File: src/rtl/ram_clear_pkg.sv
// Shared types and helpers for the SDRAM/DDR3 power-up clear sequencer.
package ram_clear_pkg;

   // SDRAM channel: one write strobe per word, then wait for the controller.
   typedef enum logic [1:0] {
      SdrIdle,
      SdrIssue,
      SdrWait,
      SdrDone
   } sdr_state_t;

   // DDR3 channel: back-to-back Avalon bursts until the top burst completes.
   typedef enum logic [1:0] {
      DdrIdle,
      DdrBurst,
      DdrDone
   } ddr_state_t;

   // Beat counter width; a one-beat burst still needs a 1-bit counter.
   function automatic int unsigned beat_w(input int unsigned burst);
      return (burst <= 1) ? 1 : $clog2(burst);
   endfunction

endpackage

File: src/rtl/ram_clear_seq_ddr_burst_writer.sv
// DDR3 channel of the clear sequencer: Avalon-MM burst writer filling the
// whole beat-address space with a constant pattern.
module ddr_burst_writer #(
   parameter int unsigned DDR_AW = 28,
   parameter int unsigned BURST  = 8,
   parameter logic [15:0] FILL   = 16'h0000
) (
   input  logic              clk_sys,
   input  logic              RESET,
   input  logic              start,
   input  logic              ddr_busy,
   output logic [DDR_AW-1:0] ddr_addr,
   output logic [7:0]        ddr_burstcnt,
   output logic [63:0]       ddr_din,
   output logic [7:0]        ddr_be,
   output logic              ddr_we,
   output logic              ddr_done
);
   import ram_clear_pkg::*;

   localparam int unsigned       BW        = beat_w(BURST);
   localparam logic [BW-1:0]     BEAT_LAST = BW'(BURST - 1);
   localparam logic [DDR_AW-1:0] ADDR_STEP = DDR_AW'(BURST);
   // Start address of the final burst: 2^DDR_AW - BURST.
   localparam logic [DDR_AW-1:0] ADDR_LAST = ~DDR_AW'(BURST - 1);

   ddr_state_t        state;
   logic [DDR_AW-1:0] addr_q;
   logic [BW-1:0]     beat_q;
   logic              we_q;

   // Burst FSM: address held for a whole burst, advanced only on its last accepted beat.
   always_ff @(posedge clk_sys) begin
      if (!RESET || start) begin
         state  <= DdrIdle;
         addr_q <= '0;
         beat_q <= '0;
         we_q   <= 1'b0;
      end else begin
         case (state)
            DdrIdle: begin
               state  <= DdrBurst;
               beat_q <= '0;
               we_q   <= 1'b1;
            end
            DdrBurst: begin
               if (!ddr_busy) begin
                  if (beat_q == BEAT_LAST) begin
                     beat_q <= '0;
                     if (addr_q == ADDR_LAST) begin
                        state <= DdrDone;
                        we_q  <= 1'b0;
                     end else begin
                        addr_q <= addr_q + ADDR_STEP;
                     end
                  end else begin
                     beat_q <= beat_q + BW'(1);
                  end
               end
            end
            DdrDone: begin
               we_q <= 1'b0;
            end
            default: begin
               state <= DdrIdle;
               we_q  <= 1'b0;
            end
         endcase
      end
   end

   assign ddr_addr     = addr_q;
   assign ddr_we       = we_q;
   assign ddr_done     = (state == DdrDone);
   assign ddr_burstcnt = 8'(BURST);
   assign ddr_din      = {4{FILL}};
   assign ddr_be       = 8'hFF;

endmodule

File: src/rtl/ram_clear_seq.sv
// Power-up / on-request zero-fill sequencer for SDRAM and DDR3. The SDRAM
// channel lives here; the DDR3 channel is a separate burst writer.
module ram_clear_seq #(
   parameter int unsigned SDR_AW = 25,
   parameter int unsigned DDR_AW = 28,
   parameter int unsigned BURST  = 8,
   parameter logic [15:0] FILL   = 16'h0000
) (
   input  logic              clk_sys,
   input  logic              RESET,
   input  logic              start,
   output logic [SDR_AW-1:0] sdr_addr,
   output logic [15:0]       sdr_din,
   output logic              sdr_we,
   input  logic              sdr_ready,
   output logic [DDR_AW-1:0] ddr_addr,
   output logic [7:0]        ddr_burstcnt,
   output logic [63:0]       ddr_din,
   output logic [7:0]        ddr_be,
   output logic              ddr_we,
   input  logic              ddr_busy,
   output logic [7:0]        progress,
   output logic              done
);
   import ram_clear_pkg::*;

   sdr_state_t        sdr_state;
   logic [SDR_AW-1:0] sdr_addr_q;
   logic              sdr_we_q;
   logic              done_q;
   logic              ddr_done;

   // SDRAM FSM: strobe one word, then wait for ready before moving to the next.
   always_ff @(posedge clk_sys) begin
      if (!RESET || start) begin
         sdr_state  <= SdrIdle;
         sdr_addr_q <= '0;
         sdr_we_q   <= 1'b0;
      end else begin
         case (sdr_state)
            SdrIdle: begin
               sdr_state <= SdrIssue;
               sdr_we_q  <= 1'b1;
            end
            SdrIssue: begin
               // ready is deliberately ignored here; it refers to the previous access
               sdr_state <= SdrWait;
               sdr_we_q  <= 1'b0;
            end
            SdrWait: begin
               if (sdr_ready) begin
                  if (&sdr_addr_q) begin
                     sdr_state <= SdrDone;
                  end else begin
                     sdr_addr_q <= sdr_addr_q + SDR_AW'(1);
                     sdr_state  <= SdrIssue;
                     sdr_we_q   <= 1'b1;
                  end
               end
            end
            SdrDone: begin
               sdr_we_q <= 1'b0;
            end
            default: begin
               sdr_state <= SdrIdle;
               sdr_we_q  <= 1'b0;
            end
         endcase
      end
   end

   // Completion flag, one cycle behind the later channel reaching its DONE state.
   always_ff @(posedge clk_sys) begin
      if (!RESET || start) begin
         done_q <= 1'b0;
      end else begin
         done_q <= (sdr_state == SdrDone) && ddr_done;
      end
   end

   ddr_burst_writer #(
      .DDR_AW (DDR_AW),
      .BURST  (BURST),
      .FILL   (FILL)
   ) u_ddr (
      .clk_sys      (clk_sys),
      .RESET        (RESET),
      .start        (start),
      .ddr_busy     (ddr_busy),
      .ddr_addr     (ddr_addr),
      .ddr_burstcnt (ddr_burstcnt),
      .ddr_din      (ddr_din),
      .ddr_be       (ddr_be),
      .ddr_we       (ddr_we),
      .ddr_done     (ddr_done)
   );

   // Narrow address spaces are left-aligned so progress still reads as a fraction of 256.
   if (SDR_AW >= 8) begin : g_prog_wide
      assign progress = sdr_addr_q[SDR_AW-1 -: 8];
   end else begin : g_prog_narrow
      assign progress = {sdr_addr_q, {(8 - SDR_AW){1'b0}}};
   end

   assign sdr_addr = sdr_addr_q;
   assign sdr_we   = sdr_we_q;
   assign sdr_din  = FILL;
   assign done     = done_q;

endmodule

File: config.mk
export PLATFORM = sky130hd
export DESIGN_NAME = ram_clear_seq
export DESIGN_NICKNAME = d
export VERILOG_FILES = /design/src/rtl/ram_clear_pkg.sv /design/src/rtl/ram_clear_seq_ddr_burst_writer.sv /design/src/rtl/ram_clear_seq.sv
export SDC_FILE = /design/constraint.sdc
export NUM_CORES = 1
export LEC_CHECK = 0
export BUFFER_PORTS_ARGS = -buffer_cell sky130_fd_sc_hd__buf_4
export CAP_MARGIN = 20
export CORE_AREA = 5 5 96 98
export CTS_BUF_LIST = sky130_fd_sc_hd__clkbuf_16
export CTS_CLUSTER_DIAMETER = 100
export CTS_CLUSTER_SIZE = 10
export DETAILED_ROUTE_END_ITERATION = 10
export DIE_AREA = 0 0 101 103
export PLACE_DENSITY = 0.83
export RECOVER_POWER = 100
export SLEW_MARGIN = 20
export SYNTH_ARGS = -nofsm -noshare
export SYNTH_HDL_FRONTEND = slang
export SYNTH_SLANG_ARGS = --single-unit
File: constraint.sdc
create_clock -name clk_sys -period 2.1 [get_ports clk_sys]
set_clock_uncertainty 0.05 [all_clocks]
set_input_delay 0.315 -clock clk_sys [delete_from_list [all_inputs] [get_ports clk_sys]]
set_output_delay 0.315 -clock clk_sys [all_outputs]
set_load 0.01 [all_outputs]
==> results.py <==
metrics = {
    "clock_network": {
        "htree_levels": 3,
        "numCtsBuffers": 9,
        "cts_tree": "built",
        "clockBufferDepth": 2,
        "worstSkewPairLatency_ns": 0.32,
        "cts.sinks": 60,
        "clkTransAtPathRegs_ns": 0.05,
        "clock_tree.root_cell": "clkbuf_16",
    },
    "detailed_routing": {
        "routed_wl_um": 8920,
        "drc": 0,
        "ant_nets": 0,
        "routedWlPerCell_um": 13.7,
        "via_per_inst": 5.05,
        "drtIter0Drc": 117,
        "drt-pass1-iter-count": 4,
        "vias": 3297,
    },
    "placement": {
        "post-place-ws_ns": 0.0625,
        "place_hpwl_um": 6680,
        "dpl_cell_area_mm2": 0.00422,
        "place_inst": 634,
        "place.port_buffers": 65,
        "gp_congestion": 0.870,
    },
    "yosys": {
        "ys_types": 60,
        "synth_edf_count": 0,
        "yosys-top-cells-count": "108 x buf_4, 60 x dfxtp_1, 39 x nor2_1, 25 x nand2_1, 22 x a21oi_1",
        "async_reset_ff_share_pct": 0,
        "syn_inst": 463,
        "synthMostInstantiatedCell": "buf_4",
        "ys.flop_type": "dfxtp_1",
        "yosys.area.top_type_share_pct": 30.7,
        "synth.area.top_cells": "dfxtp_1 31%, buf_4 21%, nor2_1 3.7%",
        "synth_area_per_cell_um2": 8.44,
        "ys_ff_latch": 60,
        "ys_warn_count": 0,
        "synth_seq_area_share_pct": 30.7,
        "synth_top_cell_by_area": "dfxtp_1",
        "synth_area_mm2": 0.00391,
    },
    "sta": {
        "worst_pin_slew_ns": 0.541,
        "tns_ns": 0,
        "min_period_ns": 2.01,
        "relSlewSlack_pct": 63.9,
        "setup_viol": 0,
        "finalWorstSetupSlack_ns": 0.0940,
        "fmax_mhz": 499,
        "maxSlewViolCount": 0,
        "timing.final.crit_share_pct": 95.5,
        "hold_viol_final": 0,
    },
    "status": {
        "status": "finished, final reports clean",
    },
    "floorplan": {
        "rows": 34,
        "core_mm2": 0.00838,
        "die-width_um": 101,
        "die_area_mm2": 0.0104,
        "io_pins": 165,
        "dieHeight_um": 103,
        "start_util_pct": 46.7,
    },
    "setup_path": {
        "crit_chain": "ha_2 -> ha_4 -> nand4bb_4 -> nor4_4 -> buf_4 -> o31ai_4 -> or3_1 -> a21oi_1",
        "reg2reg_depth": 8,
        "timing.rr.start": "u_ddr.beat_q[0]",
        "endpoint_kind": "flop",
        "r2r_end": "u_ddr.ddr_addr[18]",
        "crit_type": "flop to flop",
        "critPathRequiredTime_ns": 2.31,
        "cp_max_fo": 6,
        "slowest_stage": "dfxtp_2",
        "reg2reg_setup_slack_ns": 0.09,
        "start_kind": "flop",
        "max_stage_delay_ns": 0.34,
        "worstPathArrival_ns": 2.21,
    },
    "global_routing": {
        "grt_max_degree": 21,
        "grt_pass1_vias": 2931,
        "grt_overflow": 0,
        "grt_use_total_pct": 16.1,
        "antenna_found_initial": 0,
        "grt_pass1_wl_um": 13500,
    },
    "power": {
        "leakage_nw": 1.98,
        "p_per_area_mw_per_mm2": 560,
        "ir_drop_v": 0.000481,
    },
    "final_layout": {
        "finalNonFillerCells": 653,
        "final_area_mm2": 0.00455,
        "final_layout_size_suffix_gt1_share_pct": 23.3,
        "insertedDiodeCount": 0,
        "num-nets-final": 554,
        "syn2layout_area_growth_pct": 16.3,
    },
    "min_path": {
        "hp-class": "input pin to flop",
        "whs_path_depth": 2,
        "hold_path.startpoint": "ddr_busy",
        "min_to": "u_ddr.state[0]",
    },
    "flow_run": {
        "drv_cap": 0,
    },
}
-- through the flow --
step	util (%)	power [mW]	hold slack, ns
after floorplan	-	1.42	0.410
after global placement	50.3	1.31	0.428
after detailed placement	50.3	1.32	0.445
after CTS	53.3	2.56	0.252
after global routing	54.3	2.65	0.269
final	54.3	2.55	0.259
-- final cells by class --
| type | instances | area, µm² |
|---|---|---|
| multi-input cells | 369 | 2220 |
| well taps | 108 | 135 |
| repair buffers | 92 | 699 |
| flip-flops and latches | 60 | 1200 |
| inverters | 9 | 33.8 |
| fillers | 743 | 3830 |
| clock buffers | 9 | 225 |
| clock inverters | 6 | 25.0 |
-- worst max-delay path by stage --
stage	start	to	slack, ns	cells after the start
floorplan	u_ddr.ddr_addr[3]	u_ddr.ddr_addr[16]	0.05	6
finish	u_ddr.beat_q[0]	u_ddr.ddr_addr[18]	0.09	8
global placement	sdr_state[0]	sdr_addr[21]	0.12	7
global route	sdr_addr[8]	sdr_state[1]	-0.002	6
detailed placement	sdr_state[1]	sdr_addr[21]	0.06	6
CTS	sdr_state[1]	sdr_addr[21]	0.02	6
-- layer usage --
layer  vias up  GRT usage, %  wire length (µm)
met5         -             0                 0
met3        17          4.19               852
met1      1541          19.9              3540
met2       152          25.8              4310
met4         0          8.08               217
li1       1587             -                 -
-- logic make-up after synthesis --
group	synth area share, %
compound gates	12.6
xor+xnor	5.82
fa+ha+maj	2.56
buf+inv	23.0
flops	30.7
mux	0.544
other cells	0.192
simple gates	24.5
-- sequential cells by signal, indices dropped and copies added, names as in the netlist --
signal and cells:
u_ddr.ddr_addr 25, u_ddr.ddr_we 1, done 1, u_ddr.state 2, u_ddr.beat_q 3, sdr_state 2
sdr_addr 25, sdr_we 1
-- worst max-delay path: cells and delay by family, from the launching register on --
| family | cells | cell delay (ns) |
|---|---|---|
| flops | 1 | 0.34 |
| compound gates | 2 | 0.22 |
| buf+inv | 1 | 0.19 |
| simple gates | 3 | 0.79 |
| fa+ha+maj | 2 | 0.35 |
-- power by group --
part | switching [mW] | internal (mW)
clock | 0.477 | 0.767
sequential | 0.00627 | 1.15
combinational | 0.122 | 0.0286
total | 0.605 | 1.94
-- placed cells by master, fill, tap and decap left out, drive strengths merged, types with 12 or more instances in the layout --
cell,netlist,layout
or3,12,12
buf,111,91
nand4,17,17
nor2,39,39
nand3,14,14
nand2,25,25
xnor2,15,15
conb,2,99
a21oi,22,22
dfxtp,60,60
o21ai,17,17
-- what timing repair did --
| action | in CTS | in global routing |
|---|---|---|
| setup endpoints to repair | 1 | 17 |
| gates cloned | 0 | 0 |
| setup buffers | 0 | 4 |
| pin swaps | 0 | 7 |
| hold buffers | 0 | 0 |
| resized for setup | 1 | 11 |
Power figures use the tool's default switching activity.
